==> config.mk <==
export PLATFORM = sky130hd
export DESIGN_NAME = vga_timing
export DESIGN_NICKNAME = d
export VERILOG_FILES = /design/src/rtl/vga_pkg.sv /design/src/rtl/phase_fsm.sv /design/src/rtl/vga_timing.sv
export SDC_FILE = /design/constraint.sdc
export NUM_CORES = 1
export LEC_CHECK = 0
export CAP_MARGIN = 40
export CORE_UTILIZATION = 58
export DETAILED_ROUTE_END_ITERATION = 7
export PLACE_DENSITY_LB_ADDON = 0.1
export SLEW_MARGIN = 20
export SYNTH_ARGS = -nofsm -noshare
export SYNTH_HDL_FRONTEND = slang
export SYNTH_HIERARCHICAL = 1
export SYNTH_SLANG_ARGS = --single-unit
==> constraint.sdc <==
create_clock -name clk -period 4.7 [get_ports clk]
set_clock_uncertainty 0.05 [all_clocks]
set_input_delay 0.94 -clock clk [delete_from_list [all_inputs] [get_ports clk]]
set_output_delay 0.94 -clock clk [all_outputs]
set_load 0.05 [all_outputs]
==> src/rtl/vga_pkg.sv <==
// Shared VGA timing constants and the display-phase type used by both
// the horizontal and vertical phase trackers.
package vga_pkg;

    localparam int CNT_W = 10;
    localparam int DIV_W = 4;

    localparam int DEF_H_ACTIVE = 640;
    localparam int DEF_H_FP     = 16;
    localparam int DEF_H_SYNC   = 96;
    localparam int DEF_H_BP     = 48;
    localparam int DEF_V_ACTIVE = 480;
    localparam int DEF_V_FP     = 10;
    localparam int DEF_V_SYNC   = 2;
    localparam int DEF_V_BP     = 33;
    localparam int DEF_PIX_DIV  = 2;
    localparam int DEF_X_DIV    = 2;

    typedef logic [CNT_W-1:0] cnt_t;

    typedef enum logic [1:0] {
        PH_ACT,
        PH_FRONT,
        PH_SYNCP,
        PH_BACK
    } phase_t;

endpackage

==> src/rtl/phase_fsm.sv <==
// Four-phase tracker (active/front/sync/back) driven by the counter's next value,
// so the decoded phase lines up with the counter register with no added latency.
module phase_fsm
    import vga_pkg::*;
(
    input  logic clk,
    input  logic reset,
    input  logic adv,
    input  cnt_t cnt_nxt,
    input  cnt_t b_act,
    input  cnt_t b_front,
    input  cnt_t b_sync,
    input  cnt_t b_back,
    output logic act_nxt,
    output logic sync_nxt
);

    phase_t state;
    phase_t state_nxt;

    always_ff @(posedge clk or posedge reset) begin
        if (reset) begin
            state <= PH_ACT;
        end else if (adv) begin
            state <= state_nxt;
        end
    end

    always_comb begin
        state_nxt = state;
        if (adv) begin
            case (state)
                PH_ACT:   if (cnt_nxt == b_front) state_nxt = PH_FRONT;
                PH_FRONT: if (cnt_nxt == b_sync)  state_nxt = PH_SYNCP;
                PH_SYNCP: if (cnt_nxt == b_back)  state_nxt = PH_BACK;
                PH_BACK:  if (cnt_nxt == b_act)   state_nxt = PH_ACT;
                default:  state_nxt = PH_ACT;
            endcase
        end
    end

    always_comb begin
        act_nxt  = (state_nxt == PH_ACT);
        sync_nxt = (state_nxt == PH_SYNCP);
    end

endmodule

==> src/rtl/vga_timing.sv <==
// VGA raster timing generator: pixel divider, h/v counters, sync/active decodes and strobes.
// Every output is a flop loaded from the same next-state terms as h_cnt/v_cnt (zero skew).
module vga_timing
    import vga_pkg::*;
#(
    parameter int H_ACTIVE = DEF_H_ACTIVE,
    parameter int H_FP     = DEF_H_FP,
    parameter int H_SYNC   = DEF_H_SYNC,
    parameter int H_BP     = DEF_H_BP,
    parameter int V_ACTIVE = DEF_V_ACTIVE,
    parameter int V_FP     = DEF_V_FP,
    parameter int V_SYNC   = DEF_V_SYNC,
    parameter int V_BP     = DEF_V_BP,
    parameter int PIX_DIV  = DEF_PIX_DIV,
    parameter int X_DIV    = DEF_X_DIV
) (
    input  logic             clk,
    input  logic             reset,
    output logic             hsync,
    output logic             vsync,
    output logic             active,
    output logic             pix_tick,
    output logic             add,
    output logic             line_start,
    output logic             frame_start,
    output logic [CNT_W-1:0] h_cnt,
    output logic [CNT_W-1:0] v_cnt
);

    localparam int H_TOTAL = H_ACTIVE + H_FP + H_SYNC + H_BP;
    localparam int V_TOTAL = V_ACTIVE + V_FP + V_SYNC + V_BP;

    if (H_ACTIVE % X_DIV != 0) begin : g_bad_x_div
        $error("X_DIV must divide H_ACTIVE");
    end
    if (PIX_DIV < 1 || PIX_DIV > 8) begin : g_bad_pix_div
        $error("PIX_DIV must be in 1..8");
    end
    if (H_TOTAL > (1 << CNT_W) || V_TOTAL > (1 << CNT_W)) begin : g_bad_total
        $error("raster totals exceed counter width");
    end

    logic [DIV_W-1:0] div_q;
    logic             started;
    logic             wrap;
    logic             adv;
    logic             h_wrap;
    logic             v_wrap;
    logic             v_adv;
    cnt_t             h_nxt;
    cnt_t             v_nxt;
    logic             h_act_nxt;
    logic             h_sync_nxt;
    logic             v_act_nxt;
    logic             v_sync_nxt;
    logic             x_hit;

    // The first tick after reset presents pixel (0,0) instead of advancing past it.
    always_comb begin
        wrap   = (div_q == DIV_W'(PIX_DIV - 1));
        adv    = wrap && started;
        h_wrap = (h_cnt == cnt_t'(H_TOTAL - 1));
        v_wrap = (v_cnt == cnt_t'(V_TOTAL - 1));
        v_adv  = adv && h_wrap;
        h_nxt  = h_cnt;
        v_nxt  = v_cnt;
        if (adv) begin
            h_nxt = h_wrap ? '0 : h_cnt + cnt_t'(1);
        end
        if (v_adv) begin
            v_nxt = v_wrap ? '0 : v_cnt + cnt_t'(1);
        end
        x_hit = ((h_nxt % cnt_t'(X_DIV)) == cnt_t'(X_DIV - 1));
    end

    phase_fsm u_h_fsm (
        .clk      (clk),
        .reset    (reset),
        .adv      (adv),
        .cnt_nxt  (h_nxt),
        .b_act    ('0),
        .b_front  (cnt_t'(H_ACTIVE)),
        .b_sync   (cnt_t'(H_ACTIVE + H_FP)),
        .b_back   (cnt_t'(H_ACTIVE + H_FP + H_SYNC)),
        .act_nxt  (h_act_nxt),
        .sync_nxt (h_sync_nxt)
    );

    phase_fsm u_v_fsm (
        .clk      (clk),
        .reset    (reset),
        .adv      (v_adv),
        .cnt_nxt  (v_nxt),
        .b_act    ('0),
        .b_front  (cnt_t'(V_ACTIVE)),
        .b_sync   (cnt_t'(V_ACTIVE + V_FP)),
        .b_back   (cnt_t'(V_ACTIVE + V_FP + V_SYNC)),
        .act_nxt  (v_act_nxt),
        .sync_nxt (v_sync_nxt)
    );

    always_ff @(posedge clk or posedge reset) begin
        if (reset) begin
            div_q       <= '0;
            started     <= 1'b0;
            h_cnt       <= '0;
            v_cnt       <= '0;
            hsync       <= 1'b1;
            vsync       <= 1'b1;
            active      <= 1'b0;
            pix_tick    <= 1'b0;
            add         <= 1'b0;
            line_start  <= 1'b0;
            frame_start <= 1'b0;
        end else begin
            div_q       <= wrap ? '0 : div_q + DIV_W'(1);
            started     <= started | wrap;
            h_cnt       <= h_nxt;
            v_cnt       <= v_nxt;
            hsync       <= ~h_sync_nxt;
            vsync       <= ~v_sync_nxt;
            active      <= h_act_nxt && v_act_nxt;
            pix_tick    <= wrap;
            add         <= wrap && h_act_nxt && v_act_nxt && x_hit;
            line_start  <= wrap && (h_nxt == '0);
            frame_start <= wrap && (h_nxt == '0) && (v_nxt == '0);
        end
    end

endmodule
* After elaboration in Yosys (flattened, before gate mapping)
Cells that the tools add are included.
** Word-level totals
- Flip-flop bits (word level) :: 36
- Input bits :: 2
- Logic and storage cells :: 67
- Output and inout port bits :: 27
** Cells by class
- Add/sub/neg operators :: 3
- Eq/ne operators :: 17
- Reductions and logical operators :: 14
- Multiplexer cells :: 17
- Bitwise operators :: 3
** Operator list (count)
- 10-bit == test, second input constant :: 5
- 10-bit 2-to-1 mux :: 4
- 10-bit by 9-bit == test with 1-bit output, second input constant :: 3
- 10-bit by 1-bit adder with 10-bit output, second input constant :: 2
- 10-bit zero test :: 2
- 2-bit 2-to-1 mux :: 10
- 2-bit one-hot mux with 4 select lines :: 2
- 2-bit == test, second input constant :: 6
- 1-bit logical AND :: 8
- 2-bit zero test :: 4
- 4-bit by 1-bit adder with 4-bit output, second input constant :: 1
- 2-bit by 1-bit == test with 1-bit output, second input constant :: 2
- 4-bit by 1-bit == test with 1-bit output, second input constant :: 1
- 4-bit 2-to-1 mux :: 1
- 1-bit NOT :: 2
- 1-bit bitwise OR :: 1

* Logic depth before layout (Yosys ltp)
Gate-level depths: netlist of the first run.
- Depth in word-level cells :: 11
- Depth in mapped cells :: 15
- Gate-level depth less buffers :: 15

* Cells and area by module
The synthesis of the first run kept the hierarchy.
** By module, submodules not included
- vga_timing :: cells an instance 182, times used 1, area each 1771.7 µm², sequential area each 803.3 µm²
- phase_fsm :: cells an instance 69, times used 2, area each 558.0 µm², sequential area each 50.0 µm²

* Least setup slack after synthesis of the first run
No wires, ideal clock.
- Kind :: flip-flop to flip-flop
- From :: register h_cnt[0]
- To :: register add
- Cell stages (with the launch flop) :: 13
- Period minus slack after synthesis :: 3484 ps
- Library setup time :: 120 ps
- Path buffers :: 1
- Data arrival time :: 3314 ps
- Setup slack :: 1216 ps
- Data required time :: 4530 ps
- Path through :: dfrtp_1 > ha_1 > and4_1 > clkbuf_1 > and4_1 > nand3_1 > xnor2_1 > xnor2_1 > nand4_1 > or3_1 > a31o_1 > and2_1 > and3_1
** RTL lines
- start: declaration :: RTL line vga_timing.sv:26 : output logic [CNT_W-1:0] h_cnt,
- start signal: assignment :: RTL line vga_timing.sv:118 : h_cnt <= h_nxt;
- 10-bit == test (*) :: RTL line vga_timing.sv:62 : h_wrap = (h_cnt == cnt_t'(H_TOTAL - 1));
- 1-bit logical AND (*) :: RTL line vga_timing.sv:64 : v_adv = adv && h_wrap;
- 10-bit 2-to-1 mux (*) :: RTL line vga_timing.sv:70 : if (v_adv) begin
- named net v_nxt[6] :: RTL line vga_timing.sv:51 : cnt_t v_nxt;
- 10-bit by 9-bit == test with 1-bit output (tied with other cells) :: RTL line phase_fsm.sv:35 : PH_SYNCP: if (cnt_nxt == b_back) state_nxt = PH_BACK;
- 2-bit 2-to-1 mux, on equally long branches
- 2-bit one-hot mux with 4 select lines (*) :: RTL line phase_fsm.sv:32 : case (state)
- 2-bit 2-to-1 mux (*) :: RTL line phase_fsm.sv:31 : if (adv) begin
- 2-bit zero test (*) :: RTL line phase_fsm.sv:43 : act_nxt = (state_nxt == PH_ACT);
- named net v_act_nxt :: RTL line vga_timing.sv:54 : logic v_act_nxt;
- 1-bit logical AND (*) (2 in a row) :: RTL line vga_timing.sv:124 : add <= wrap && h_act_nxt && v_act_nxt && x_hit;
- end signal: assignment :: RTL line vga_timing.sv:124
- end: declaration :: RTL line vga_timing.sv:23 : output logic add,
The timed path passes the listed nets; every way through them passes the cells marked *.
A chain may end at the register's enable or synchronous reset.

* Worst setup path in the final report of the first run
- From :: register div_q[2]
- To :: register add
** Between the ends
- Cells in the longest elaborated chain, start to end :: 11
** Ends and longest elaborated chain
- start: declaration :: RTL line vga_timing.sv:43 : logic [DIV_W-1:0] div_q;
- start signal: assignment :: RTL line vga_timing.sv:116 : div_q <= wrap ? '0 : div_q + DIV_W'(1);
- 4-bit by 1-bit == test with 1-bit output (*) :: RTL line vga_timing.sv:60 : wrap = (div_q == DIV_W'(PIX_DIV - 1));
- 1-bit logical AND (*) :: RTL line vga_timing.sv:61 : adv = wrap && started;
- named net adv :: RTL line vga_timing.sv:46 : logic adv;
- 1-bit logical AND (*) :: RTL line vga_timing.sv:64
- 10-bit 2-to-1 mux (*) :: RTL line vga_timing.sv:70
- named net v_nxt[8] :: RTL line vga_timing.sv:51
- 10-bit by 9-bit == test with 1-bit output (tied with other cells) :: RTL line phase_fsm.sv:35
- 2-bit 2-to-1 mux, on equally long branches
- 2-bit one-hot mux with 4 select lines (*) :: RTL line phase_fsm.sv:32
- 2-bit 2-to-1 mux (*) :: RTL line phase_fsm.sv:31
- 2-bit zero test (*) :: RTL line phase_fsm.sv:43
- named net v_act_nxt :: RTL line vga_timing.sv:54
- 1-bit logical AND (*) (2 in a row) :: RTL line vga_timing.sv:124
Marked as above.

==> out/metrics.cfg, run 1 <==
[outcome]
run_status = finished clean

[worst_setup_path]
timing.rr.start = div_q[2]
crit_top_cell = and3_1
slowest_delay_ns = 0.56
crit_start = div_q[2]
crit_path_top_delay_cell = or4b_4
cp-start-kind = flop
crit_path_end_kind = flop
path_cells = or4b_4 > clkinv_2 > nand2_4 > clkinv_4 > and3_1 > nand2_1 > nor2_1 > xor2_1 > xnor2_1 > nand4_1 > nor4_1 > a41oi_1 > a31o_1 > and2_1 > and3_1
crit_arrival_ns = 3.81
cp_top_family = simple AND/OR/NAND/NOR gates
crit_path_max_fanout = 12
critPathRequiredTime_ns = 4.83
crit_type = reg -> reg
critPathBufInv = 2

[layout]
fin_nets = 440
synthToLayoutAreaGrowth_pct = 26.6
layout_commonest_cell = conb_1
num_antenna_cells = 0
drive_gt1_share_pct = 6.42
fillerInstances = 367
final_cell_mix = conb_1, xnor2_1, xor2_1

[yosys]
synthTopCellsByArea = dfrtp_1, xnor2_1, xor2_1
synth_compound_area_share_pct = 8.97
synth_top_area_share_pct = 29.5
yosysWarnings = 6
synth_xor_area_share_pct = 28.2
synthMuxAreaShare_pct = 0.737
syn-cell-area_um2 = 2890
syn_avg_cell_area_um2 = 9.02
synth.ff_latch_count = 36
synth_flop_cell = dfrtp_1
yosys.area.top_type = dfrtp_1
yosysSeqAreaShare_pct = 31.3
synth-edff-count = 0
synth_cell_types = 54
syn_inst = 320
synthArstFlopShare_pct = 100
synth_top_family_by_area = XOR/XNOR gates
synth-simple-area-share_pct = 25.7
synth_fa_ha_area_share_pct = 1.30

[timing]
tns_ns = 0
fin_crit_sh_pct = 78.2
hold_violations = 0
max_freq_mhz = 272
rsz0062_at_grt = false
tightest_slew_ns = 0.801
min_period_ns = 3.68
setup_viol_count_final = 0
slew_violations = 0
slew-limit-headroom_pct = 46.1

[global_route]
grt_pass1_vias = 2421
gr-usage-all-layers_pct = 29.0
grt_pass1_wl_um = 11600
grt_antenna_before_repair = 0
grtUsageMet2_pct = 46.3
use_met3_pct = 4.72
grt_overflow = 0
grt_start_max_net_pins = 32
use_met1_pct = 40.5
grt.busiest_layer = met2

[placed_design]
hpwl_um = 5320
portBuffers = 28
gp_congestion = 0.851

[worst_hold_path]
holdCritPathClass = reg -> reg
hold_start = div_q[3]

[pwr]
design_power_total_mw = 0.600
peakVddDrop_v = 0.000116
powerDensity_nw_per_um2 = 164
leakage_nw = 1.72

[cts]
htreeDepth = 2
cts_buffers = 5
cts_sinks = 36
cts_setup_buffers = 0
cts_root_buffer = clkbuf_8
holdBufCountCts = 0
ctsResizeCount = 0
cts.clk_slew.worst_paths_ns = 0.08
clock_latency_ns = 0.29
cts_buffer_depth = 2
cts_tree = yes

[route]
drt-initial-drc-count = 203
drc = 0
route.vias.total = 2612
routed_wl_um = 7100
wire_per_inst_um = 14.1
ant_nets = 0
first_pass_iters = 5
avgViaCountPerCell = 5.19

[floorplanning]
die_y_um = 72.6
die_x_um = 72.6
core-area_um2 = 4750
pin_count = 29
rows = 25
dieArea_um2 = 5260
initial_utilization_pct = 60.7

[run]
maxCapViolations = 0

-- flip-flops by register name, indices dropped and copies added, names as in the netlist --
register	count
add	1
started	1
active	1
line_start	1
u_h_fsm/state	2
v_cnt	10
vsync	1
div_q	4
hsync	1
frame_start	1
u_v_fsm/state	2
h_cnt	10
pix_tick	1
-- cell families (layout without fill, tap and decap cells) --
group / after synthesis / after routing
flip-flops: 36 / 36
AO/OA/AOI/OAI: 37 / 37
multiplexers: 2 / 2
XOR/XNOR: 93 / 93
buffers and inverters: 23 / 61
AND/OR/NAND/NOR: 124 / 124
other: 2 / 80
adder cells (fa/ha/maj): 3 / 3
-- through the flow --
stage          worst slack (ns)  area (µm²)  util, %  instances  hold slack, ns
5_1_grt                   0.762        3650     76.9        503           0.480
3_5_place_dp               1.03        3560     74.9        494           0.439
6_report                   1.02        3650     76.9        503           0.456
3_3_place_gp               1.18        3550     74.8        493           0.436
4_1_cts                    1.04        3650     76.8        502           0.453
2_1_floorplan              1.22        3180        -        398           0.414
-- metal layers --
| layer | vias to the layer above | wire, µm | share of wire [%] |
|---|---|---|---|
| met5 | - | 0 | 0 |
| met4 | 0 | 112 | 1.6 |
| met3 | 14 | 349 | 4.9 |
| met2 | 84 | 3370 | 47 |
| met1 | 1237 | 3270 | 46 |
| li1 | 1277 | - | - |
-- power breakdown --
group          internal [mW]  leakage [nW]  switching, mW  total, mW
Clock                  0.120        0.0455          0.113      0.233
Combinational         0.0225          1.21         0.0336     0.0561
Sequential             0.310         0.463       0.000335      0.310
Total                  0.452          1.72          0.147      0.600
-- cells in the mapped netlist (6+ instances only) --
cell type,instances
inv_1,16
xnor2_1,47
nand4_1,15
nor2_1,15
and3_1,6
and4_1,8
xor2_1,46
nor4_1,12
nand2_1,22
o21ai_0,11
dfrtp_1,34
nand3_1,17
-- worst reg2reg max path, cell delays in order (launching register included) --
cell and delay, ns:
dfrtp_1 0.42, or4b_4 0.56, clkinv_2 0.19, nand2_4 0.09, clkinv_4 0.13, and3_1 0.23
nand2_1 0.09, nor2_1 0.12, xor2_1 0.45, xnor2_1 0.18, nand4_1 0.11, nor4_1 0.19
a41oi_1 0.20, a31o_1 0.25, and2_1 0.14, and3_1 0.18
-- area by class of cell --
cell class	instances	area [µm²]	share of cell area, %
clock buffer	8	90.1	2.46
sequential	36	903	24.7
multi-input combinational	339	2180	59.5
tap	67	83.8	2.29
inverter	18	73.8	2.02
timing repair buffer	35	328	8.97
-- worst paths after layout --
kind	cells past startpoint	end	slack, ns
hold / removal	1	div_q[3]	0.46
setup reg to reg	15	add	1.02
setup / recovery	15	add	1.02
hold reg to reg	1	div_q[3]	0.46
min in group asynchronous	2	u_v_fsm/state[0]	0.82
max in group asynchronous	3	hsync	3.18
No activity file was read; power rests on OpenSTA's default activity.
==> inputs of run 2 (changes only) <==
clock period = 3.8 ns   (was 4.7 ns; I/O delays follow)
==> out/metrics.cfg, run 2 (synthesis gave the netlist of run 1 again) <==
[route]
first_pass_iters = 4
ant_nets = 0
wire_per_inst_um = 14.1
drc = 0
drt-initial-drc-count = 203
route.vias.total = 2686
routed_wl_um = 7140
avgViaCountPerCell = 5.29

[timing]
slew-limit-headroom_pct = 44.2
rsz0062_at_grt = false
tns_ns = 0
tightest_slew_ns = 0.828
max_freq_mhz = 283
worst_slack_ns = 0.272
hold_violations = 0
slew_violations = 0
setup_viol_count_final = 0
min_period_ns = 3.53
fin_crit_sh_pct = 92.8

[cts]
cts_root_buffer = clkbuf_8
htreeDepth = 2
cts.clk_slew.worst_paths_ns = 0.07
cts_buffers = 5
cts_buffer_depth = 2
holdBufCountCts = 0
clock_latency_ns = 0.29
cts_sinks = 36
cts_tree = yes
cts_setup_buffers = 0

[placed_design]
hpwl_um = 5460
gp_congestion = 0.853
dp_worst_setup_slack_ns = 0.291
portBuffers = 28

[pwr]
power_frac_comb_pct = 9.8
p_sw_mw = 0.178
switching_share_pct = 24.9
p_int_mw = 0.536
clkPwrFrac_pct = 36.4
powerDensity_nw_per_um2 = 194
seqPwrFrac_pct = 53.8
leakage_nw = 1.74
peakVddDrop_v = 0.000228

[worst_setup_path]
r2r_cells = 15
crit_path_max_fanout = 12
crit_path_end_kind = flop
rr_endpoint = add
timing.rr.start = div_q[3]
critPathRequiredTime_ns = 3.93
cp-start-kind = flop
crit_type = reg -> reg
crit_arrival_ns = 3.66
r2r_setup_slack_ns = 0.27

[layout]
layout_commonest_cell = conb_1
final_cell_mix = conb_1, xnor2_1, xor2_1
top_regs = h_cnt x10, v_cnt x10, div_q x4
drive_gt1_share_pct = 7.71
synthToLayoutAreaGrowth_pct = 27.7
fin_nets = 446
num_antenna_cells = 0
final_util_pct = 77.6

[worst_hold_path]
holdCritPathClass = reg -> reg
hold-path-endpoint = div_q[3]
hold_start = div_q[3]
holdPathStages = 1

[global_route]
grt_pass1_vias = 2557
grt_overflow = 0
grt_start_max_net_pins = 32
grt_antenna_before_repair = 0
gr-usage-all-layers_pct = 29.7
grt_pass1_wl_um = 11900

[floorplanning]
dieArea_um2 = 5260
pin_count = 29
initial_utilization_pct = 60.7
die_y_um = 72.6
rows = 25
core-area_um2 = 4750
die_x_um = 72.6

[outcome]
run_status = finished clean

[run]
maxCapViolations = 0

[run 2: critical path, stage by stage, from the launching register on]
cell and delay, ns:
dfrtp_1 0.40, or4b_4 0.59, inv_4 0.16, nand2_4 0.08
clkinv_4 0.13, and3_1 0.23, nand2_1 0.10, nor2_1 0.14
xor2_1 0.18, buf_4 0.18, xnor2_1 0.12, nand3_1 0.11
or3_1 0.39, a31o_1 0.23, and2_1 0.14, and3_1 0.17
[run 2: area by class of cell]
type	instances	area, µm²
repair buffers	41	373
inverters	18	75.1
clock inverters	1	5.00
flip-flops and latches	36	903
well taps	67	83.8
fillers	343	1070
multi-input cells	339	2180
clock buffers	6	72.6
[run 2: per-stage QoR]
step | power [mW] | instances | hold slack [ns] | cell area (µm²)
4_1_cts | 0.717 | 507 | 0.455 | 3680
3_5_place_dp | 0.459 | 500 | 0.442 | 3600
2_1_floorplan | 0.449 | 398 | 0.414 | 3180
3_3_place_gp | 0.457 | 499 | 0.435 | 3600
6_report | 0.714 | 508 | 0.453 | 3690
5_1_grt | 0.745 | 508 | 0.494 | 3690
[run 2: power by group through the flow]
| stage | logic [mW] | registers, mW | clock network (mW) |
|---|---|---|---|
| after CTS | 0.0679 | 0.384 | 0.265 |
| final | 0.0701 | 0.384 | 0.260 |
| after floorplan | 0.0566 | 0.392 | 0 |
| after global routing | 0.0803 | 0.384 | 0.281 |
| after detailed placement | 0.0675 | 0.391 | 0 |
| after global placement | 0.0653 | 0.391 | 0 |
[run 2: metal layers]
metal | vias to the layer above | routed length, µm | global-route usage (%)
li1 | 1290 | - | -
met4 | 0 | 91 | 8.93
met3 | 11 | 460 | 5.00
met2 | 91 | 3460 | 47.1
met5 | - | 0 | 0
met1 | 1294 | 3130 | 41.6
[run 2: what timing repair did]
item,in CTS,in global routing
gates resized for setup,0,1
endpoints found under the hold margin,0,0
endpoints found under the setup margin,0,1
[run 2: worst max path at each step]
stage,from,end,depth (start not counted)
3_5_place_dp,div_q[3],add,16
2_1_floorplan,h_cnt[0],add,12
6_report,div_q[3],add,15
3_3_place_gp,div_q[3],add,16
4_1_cts,div_q[3],add,16
5_1_grt,div_q[3],add,16
